**src/rtl/pio_poller_pkg.sv**
```systemverilog
// rtl/pio_poller_pkg.sv - shared types and helpers for the PIO input poller
package pio_poller_pkg;

  typedef enum logic [1:0] {
    IDLE = 2'd0,
    REQ  = 2'd1,
    WAIT = 2'd2
  } poll_state_t;

  localparam logic [1:0] PIO_DATA_ADDR = 2'd0;

  // Bits needed to hold the values 0..n-1; never less than one bit.
  function automatic int cnt_width(input int n);
    return (n <= 2) ? 1 : $clog2(n);
  endfunction

endpackage

```
**src/rtl/pio_debounce.sv**
```systemverilog
// rtl/pio_debounce.sv - debounce captured PIO samples and publish committed value with edge masks
module pio_debounce
  import pio_poller_pkg::*;
#(
  parameter int DATA_WIDTH   = 5,
  parameter int STABLE_COUNT = 3
) (
  input  logic                  clk,
  input  logic                  reset_n,
  input  logic                  sample_valid,
  input  logic [DATA_WIDTH-1:0] sample,
  output logic [DATA_WIDTH-1:0] value,
  output logic [DATA_WIDTH-1:0] rise,
  output logic [DATA_WIDTH-1:0] fall,
  output logic                  event_pulse
);

  localparam int            SW     = cnt_width(STABLE_COUNT + 1);
  localparam logic [SW-1:0] SC_MAX = SW'(STABLE_COUNT);
  localparam logic [SW-1:0] ONE    = SW'(1);

  logic [DATA_WIDTH-1:0] candidate;
  logic [DATA_WIDTH-1:0] cand_next;
  logic [SW-1:0]         stable_cnt;
  logic [SW-1:0]         cnt_next;

  always_comb begin
    cand_next = candidate;
    cnt_next  = stable_cnt;
    if (sample == candidate) begin
      if (stable_cnt != SC_MAX) cnt_next = stable_cnt + ONE;
    end else begin
      cand_next = sample;
      cnt_next  = ONE;
    end
  end

  // Commit is decided from the post-update candidate so it lands in the cycle after capture.
  always_ff @(posedge clk) begin
    if (!reset_n) begin
      candidate   <= '0;
      stable_cnt  <= '0;
      value       <= '0;
      rise        <= '0;
      fall        <= '0;
      event_pulse <= 1'b0;
    end else begin
      event_pulse <= 1'b0;
      if (sample_valid) begin
        candidate  <= cand_next;
        stable_cnt <= cnt_next;
        if (cnt_next == SC_MAX && cand_next != value) begin
          value       <= cand_next;
          rise        <= cand_next & ~value;
          fall        <= ~cand_next & value;
          event_pulse <= 1'b1;
        end
      end
    end
  end

endmodule

```
**src/rtl/pio_in_poller.sv**
```systemverilog
// rtl/pio_in_poller.sv - Avalon-MM poller for the button/switch PIO; PIO_POLLER_OVERRUN_EN adds overrun flag
module pio_in_poller
  import pio_poller_pkg::*;
#(
  parameter int DATA_WIDTH   = 5,
  parameter int POLL_PERIOD  = 50000,
  parameter int READ_LATENCY = 1,
  parameter int STABLE_COUNT = 3
) (
  input  logic                  clk,
  input  logic                  reset_n,
  input  logic                  enable,
  output logic [1:0]            avm_address,
  output logic                  avm_read,
  input  logic                  avm_waitrequest,
  input  logic [31:0]           avm_readdata,
  output logic [DATA_WIDTH-1:0] value,
  output logic [DATA_WIDTH-1:0] rise,
  output logic [DATA_WIDTH-1:0] fall,
  output logic                  event_pulse
`ifdef PIO_POLLER_OVERRUN_EN
  ,
  input  logic                  overrun_clr,
  output logic                  overrun
`endif
);

  localparam int            PW          = cnt_width(POLL_PERIOD);
  localparam logic [PW-1:0] PERIOD_LAST = PW'(POLL_PERIOD - 1);
  localparam logic [PW-1:0] PERIOD_ONE  = PW'(1);
  localparam logic [1:0]    RL_CNT      = 2'(READ_LATENCY);

  poll_state_t   state;
  poll_state_t   state_next;
  logic [PW-1:0] period_cnt;
  logic [1:0]    lat_cnt;
  logic          tick;
  logic          sample_valid;
  logic [31:0]   unused_readdata;

  assign unused_readdata = avm_readdata;
  assign tick = enable && (period_cnt == PERIOD_LAST);

  always_ff @(posedge clk) begin
    if (!reset_n || !enable) period_cnt <= '0;
    else if (tick)           period_cnt <= '0;
    else                     period_cnt <= period_cnt + PERIOD_ONE;
  end

  always_ff @(posedge clk) begin
    if (!reset_n) begin
      state   <= IDLE;
      lat_cnt <= 2'd0;
    end else begin
      state <= state_next;
      if (state == REQ && !avm_waitrequest) lat_cnt <= 2'd1;
      else if (state == WAIT)               lat_cnt <= lat_cnt + 2'd1;
    end
  end

  // Enable only gates the tick; a transaction already issued always runs to completion.
  always_comb begin
    state_next = state;
    case (state)
      IDLE:    if (tick) state_next = REQ;
      REQ:     if (!avm_waitrequest) state_next = (READ_LATENCY == 0) ? IDLE : WAIT;
      WAIT:    if (lat_cnt == RL_CNT) state_next = IDLE;
      default: state_next = IDLE;
    endcase
  end

  always_comb begin
    avm_read    = (state == REQ);
    avm_address = PIO_DATA_ADDR;
    if (READ_LATENCY == 0) sample_valid = (state == REQ) && !avm_waitrequest;
    else                   sample_valid = (state == WAIT) && (lat_cnt == RL_CNT);
  end

`ifdef PIO_POLLER_OVERRUN_EN
  always_ff @(posedge clk) begin
    if (!reset_n)                    overrun <= 1'b0;
    else if (tick && state != IDLE)  overrun <= 1'b1;
    else if (overrun_clr)            overrun <= 1'b0;
  end
`endif

  pio_debounce #(
    .DATA_WIDTH  (DATA_WIDTH),
    .STABLE_COUNT(STABLE_COUNT)
  ) u_debounce (
    .clk         (clk),
    .reset_n     (reset_n),
    .sample_valid(sample_valid),
    .sample      (avm_readdata[DATA_WIDTH-1:0]),
    .value       (value),
    .rise        (rise),
    .fall        (fall),
    .event_pulse (event_pulse)
  );

endmodule

```
**config.mk**
```make
export PLATFORM = sky130hd
export DESIGN_NAME = pio_in_poller
export DESIGN_NICKNAME = d
export VERILOG_FILES = /design/src/rtl/pio_poller_pkg.sv /design/src/rtl/pio_debounce.sv /design/src/rtl/pio_in_poller.sv
export SDC_FILE = /design/constraint.sdc
export NUM_CORES = 1
export LEC_CHECK = 0
export BUFFER_PORTS_ARGS = -buffer_cell sky130_fd_sc_hd__clkbuf_2
export CAP_MARGIN = 0
export CORE_MARGIN = 2
export CORE_UTILIZATION = 56
export DETAILED_ROUTE_END_ITERATION = 8
export GPL_TIMING_DRIVEN = 0
export PLACE_DENSITY = 0.84
export SKIP_LAST_GASP = 1
export SLEW_MARGIN = 20
export SYNTH_ARGS = -nofsm -noshare
export SYNTH_HDL_FRONTEND = slang
export SYNTH_SLANG_ARGS = --single-unit
```
**constraint.sdc**
```tcl
create_clock -name clk -period 3.5 [get_ports clk]
set_input_delay 1.05 -clock clk [delete_from_list [all_inputs] [get_ports clk]]
set_output_delay 1.05 -clock clk [all_outputs]
set_load 0.03 [all_outputs]
```
== Yosys cells after proc, flatten, opt, wreduce, memory -nomap -nowiden ==
Cells that the tools add are included.
Storage, ports and cells
  bits in registers: 43
  bits in latches: 0
  RAM bits: 0
  bits in read-only memories: 0
  input bits: 36
  output and inout bits: 19
  word-level logic and storage cells: 54
  memories kept: 0
Cells by class
  add/sub/neg operators: 3
  multiply operators: 0
  div/mod/pow operators: 0
  order comparisons: 0
  equal/unequal tests: 11
  shift-type cells: 0
  multiplexer cells: 10
  bitwise operators: 5
  reduce and logical (&&, ||, !) cells: 15
Operator list (count)
  $add 16x1->16 const B: 1
  $eq 16x16->1 const B: 1
  $and 5x5->5: 2
  $mux 2: 5
  $not 5->5: 2
  $ne 2x2->1 const B: 3
  $pmux 2 s3: 1
  $eq 5x5->1: 1
  $mux 5: 1
  $ne 5x5->1: 1
  $add 2x1->2 const B: 2
  $eq 2x1->1 const B: 2
  $eq 2x2->1 const B: 2
  $logic_and 1x1->1: 4
  $reduce_and 2->1: 2
  $reduce_or 2->1: 2
  $logic_not 1->1: 3
  $mux 1: 3
  $reduce_and 3->1: 1
  $logic_not 2->1: 1
  $ne 2x1->1 const B: 1
  $reduce_bool 2->1: 1
  $logic_or 1x1->1: 1
  $not 1->1: 1

== Logic depth before layout (Yosys ltp) ==
  depth in word-level cells: 6
  depth in mapped cells: 8
  gate-level depth less buffers: 6

== Modules after synthesis ==
From an unflattened synthesis, not the netlist that was laid out.
Second synthesis, totals
  cell total of the unflattened synthesis: 235
  area total of the unflattened synthesis: 2123.3 um^2
Modules (own cells, without submodules)
  pio_debounce: instances 1, cells an instance 125, area each 1161.1 um^2, sequential area each 460.4 um^2
  pio_in_poller: instances 1, cells an instance 110, area each 962.2 um^2, sequential area each 400.4 um^2

== Least setup slack after synthesis ==
Ideal clock, no wire load.
  path type: in2reg
  start point: in avm_readdata[2]
  end point: reg u_debounce.fall[4]
  setup time: 72 ps
  arrival time: 2370 ps
  required time: 3428 ps
  setup slack: 1058 ps
  stages: 7
  buffers on the path: 2
  cells stage by stage: clkbuf_1 > ha_1 > nand3_1 > o21ai_0 > nor4_4 > buf_6 > mux2i_1
Between the ends
  longest elaborated chain between the ends: 5
  elaborated cells on any way between the ends: 9
  those cells by class: eq/ne (3); mux (2); bitwise (2); reduce/logical (2)
RTL lines
  from (decl): line pio_in_poller.sv:16  | input logic [31:0] avm_readdata,
  $eq 5x5->1: line pio_debounce.sv:30  | if (sample == candidate) begin
  $mux 5 or $mux 2 (tied branches): line pio_debounce.sv:30
  $ne 5x5->1 or $eq 2x2->1 (tied branches): line pio_debounce.sv:52  | if (cnt_next == SC_MAX && cand_next != value) begin
  $logic_and 1x1->1: line pio_debounce.sv:52
  $reduce_and 2->1 (no source line)
  to (signal assigned): line pio_debounce.sv:55  | fall <= ~cand_next & value;
  to (decl): line pio_debounce.sv:14  | output logic [DATA_WIDTH-1:0] fall,
Parallel ways exist; a longest one is shown, timed or not.
A chain may end at the register's enable or synchronous reset.

== Worst setup path in the final report ==
  start point: in avm_readdata[2]
  end point: reg u_debounce.fall[4]
Between the ends
  longest elaborated chain between the ends: 5
  elaborated cells on any way between the ends: 9
  those cells by class: eq/ne (3); mux (2); bitwise (2); reduce/logical (2)
RTL lines
  $eq 5x5->1: line pio_debounce.sv:30
  $mux 5 *: line pio_debounce.sv:30
  named net u_debounce.cand_next[2]: line pio_debounce.sv:23  | logic [DATA_WIDTH-1:0] cand_next;
  $ne 5x5->1 *: line pio_debounce.sv:52
  $logic_and 1x1->1 *: line pio_debounce.sv:52
  $reduce_and 2->1 (no source line) *
Mark *: on every way through the listed nets, which the timed path passes. The rest lies on a longest branch.

==> impl_metrics.csv <==
group,metric,value,unit
die,die_area,4297,um2
worst_setup_path,worstReg2RegStart,"lat_cnt[0]",
logic_synthesis,synth_area_leader_cell,"dfxtp_1",
hold_path,min_from,"period_cnt[0]",
logic_synthesis,synthArstFlopShare,0,
worst_setup_path,reg2reg_setup_slack,1380,ps
logic_synthesis,synth_top_flop_cell,"dfxtp_1",
route,route.vias.total,1642,
worst_setup_path,cpMaxStageDelayCell,"nor4_4",
pwr,swShare,0.2086,
worst_setup_path,worst-r2r-cell-count,7,
run,maxCapViolations,0,
cells_and_area,final_area,2424,um2
timing,fin_setup_tns,0,ps
logic_synthesis,synth_warnings,0,
die,die_x,65.56,um
clocking,clock_sinks,43,
placed_design,place_hpwl,2.637,mm
timing,slew_viol_final,0,
global_routing,grt_pass1_wl,6.285,mm
hold_path,hold_path_end,"period_cnt[0]",
logic_synthesis,synthDistinctLibCells,39,
worst_setup_path,crit_path_cell_trace,"clkbuf_2 -> clkbuf_1 -> ha_1 -> nand3_1 -> o21ai_0 -> nor4_4 -> buf_6 -> mux2i_1",
logic_synthesis,synth_edf_count,0,
worst_setup_path,path_buf_inv,3,
logic_synthesis,synth.most_common_cell,"dfxtp_1",
route,wl,3.666,mm
clocking,root_buffer,"clkbuf_8",
cells_and_area,layout.nets,316,
pwr,p_int,0.7367,mW
logic_synthesis,synth.top_cell.area_share,0.4057,
pwr,p_seq_frac,0.527,
placed_design,port_buffers,24,
cells_and_area,drive_gt1_frac,0.1487,
clocking,ctsResizeCount,0,
pwr,peakVddDrop,0.3146,mV
pwr,finalPower,0.9309,mW
cells_and_area,fin_util,0.6620,
logic_synthesis,synth_top_cells_by_count,"dfxtp_1, nand2_1, mux2i_1",
route,wire_per_inst,11.56,um
clocking,clock_path_buffers,2,
cells_and_area,multi_input_area,1130,um2
global_routing,overflow,0,
placed_design,gp_congestion,0.8184,
pwr,cellPowerDensity,384.1,nW/um2
logic_synthesis,synthTopCellsByArea,"dfxtp_1, mux2i_1, ha_1, nand2_1, xnor2_1",
worst_setup_path,critPathMaxStageDelay,540,ps
timing,skew,7.366,ps
route,drc,0,
timing,setup_violations,0,
die,die_h,65.56,um
cells_and_area,seq_area,860.8,um2
pwr,p_leak,0.9282,nW
route,via_per_inst,5.180,
route,drt_iter0_markers,78,
placed_design,place_ws,588.1,ps
logic_synthesis,synth_cells,236,
timing,fin_crit,2601,ps
clocking,cts.htree.levels,2,
pwr,combPwrFrac,0.049,
timing,clock.fmax,0.3844,GHz
route,postRouteAntennaNets,0,
worst_setup_path,cp-end-kind,"flop",
cells_and_area,syn_to_final_growth,14.21,%
global_routing,grtUsageTotal,0.1923,
timing,slew_headroom,0.5446,
worst_setup_path,start_kind,"input pin",
clocking,postCtsHoldBufs,0,
die,core_area,3661,um2
worst_setup_path,critPathKind,"in -> reg",
route,first_pass_iters,4,
die,io_pins,55,
global_routing,antenna_found_initial,0,
clocking,cts.clk_slew.worst_paths,80,ps
logic_synthesis,syn_area,2122,um2
logic_synthesis,ys_seq_area_frac,0.4057,
cells_and_area,fillCellCount,316,
hold_path,hold_path_class,"reg -> reg",
timing,hold_ws,460.1,ps
clocking,clk_latency,290,ps
timing,hold_viol_final,0,
hold_path,hold_depth,1,
worst_setup_path,timing.rr.end,"u_debounce.fall[4]",
timing,post-route-period-util,0.7433,
clocking,cts_tree,"built",
cells_and_area,antennaDiodeCount,0,
timing,fin_ws,898.6,ps
clocking,cts_setup_buffers,0,
cells_and_area,fin_cells,317,
timing,worst_slew_pin_slew,678.1,ps
logic_synthesis,syn_area_per_cell,8.992,um2
clocking,cts_buffers,5,
die,initial_core_util,0.5796,
global_routing,grt_pass1_vias,1457,
placed_design,dp_cells,309,
pwr,power.switching,0.1942,mW
placed_design,dpl_cell_area,2306,um2
worst_setup_path,path_delay_family,"simple AND/OR/NAND/NOR gates",
worst_setup_path,worstPathMaxFanout,10,
global_routing,grt_max_degree,14,
outcome,status,"completed",
logic_synthesis,synth-seq-cells,43,
worst_setup_path,cp.required,3730,ps
timing,rsz0062_at_grt,"false",
worst_setup_path,cp_data_arrival_time,2830,ps
pwr,clkPwrFrac,0.424,
die,num_rows,22,
worst max path at each step:
stage	startpoint	to	slack (ps)	cells after the start
global route	avm_readdata[2]	u_debounce.fall[4]	830	8
floorplan	avm_readdata[2]	u_debounce.fall[4]	1060	7
global placement	avm_readdata[2]	u_debounce.fall[4]	660	8
finish	avm_readdata[2]	u_debounce.fall[4]	900	8
CTS	avm_readdata[2]	u_debounce.fall[4]	880	8
detailed placement	avm_readdata[2]	u_debounce.fall[4]	590	8
per-layer routing:
metal / part of all wire / track usage
met4: 0.017 / 0.08594
met1: 0.48 / 0.2241
met3: 0.037 / 0.05651
met5: 0 / 0
met2: 0.47 / 0.3253
layout by cell type (no fill, tap or decap), types with 2 or more instances in the layout:
| master | instances |
|---|---|
| clkbuf_2 | 24 |
| inv_1 | 14 |
| clkbuf_1 | 12 |
| xnor2_1 | 8 |
| nand4_1 | 7 |
| buf_6 | 2 |
| nor3_1 | 3 |
| and3_1 | 3 |
| conb_1 | 2 |
| or3_1 | 2 |
| o21ai_0 | 8 |
| mux2i_1 | 20 |
| clkbuf_8 | 6 |
| ha_1 | 12 |
| dfxtp_1 | 43 |
| xor2_1 | 7 |
| o31ai_1 | 2 |
| a21oi_1 | 3 |
| nor2_1 | 14 |
| nand2_1 | 38 |
| nand3_1 | 8 |
| buf_4 | 2 |
| nor2b_1 | 6 |
| and2_1 | 3 |
| nor4bb_1 | 2 |
registers in the layout (all words and copies together) (netlist names):
signal / flops
u_debounce.value: 5
lat_cnt: 2
u_debounce.event_pulse: 1
u_debounce.rise: 5
u_debounce.candidate: 5
period_cnt: 16
u_debounce.fall: 5
state: 2
u_debounce.stable_cnt: 2
cells by family after synthesis:
kind of cell,count (synthesis),share of synthesized area
fa+ha+maj,12,0.07075
flops,43,0.4057
mux,21,0.09964
buf+inv,30,0.06367
compound gates,18,0.05248
simple gates,95,0.2311
other cells,1,0.001767
xor+xnor,16,0.07489
area by class of cell:
class	count	share of cell area
plain buffers	16	0.03407
clock buffers	6	0.03407
clock inverters	2	0.01446
inverters	14	0.02168
multi-input cells	164	0.4662
flip-flops and latches	43	0.3552
well taps	48	0.02478
repair buffers	24	0.04956
power by group through the flow:
stage	Clock, mW	Combinational, mW	Sequential (mW)
after floorplan	0	0.0300	0.502
after global placement	0	0.0441	0.502
after CTS	0.405	0.0460	0.491
after detailed placement	0	0.0456	0.502
final	0.395	0.0453	0.491
after global routing	0.432	0.0519	0.491
Power figures use the tool's default switching activity.
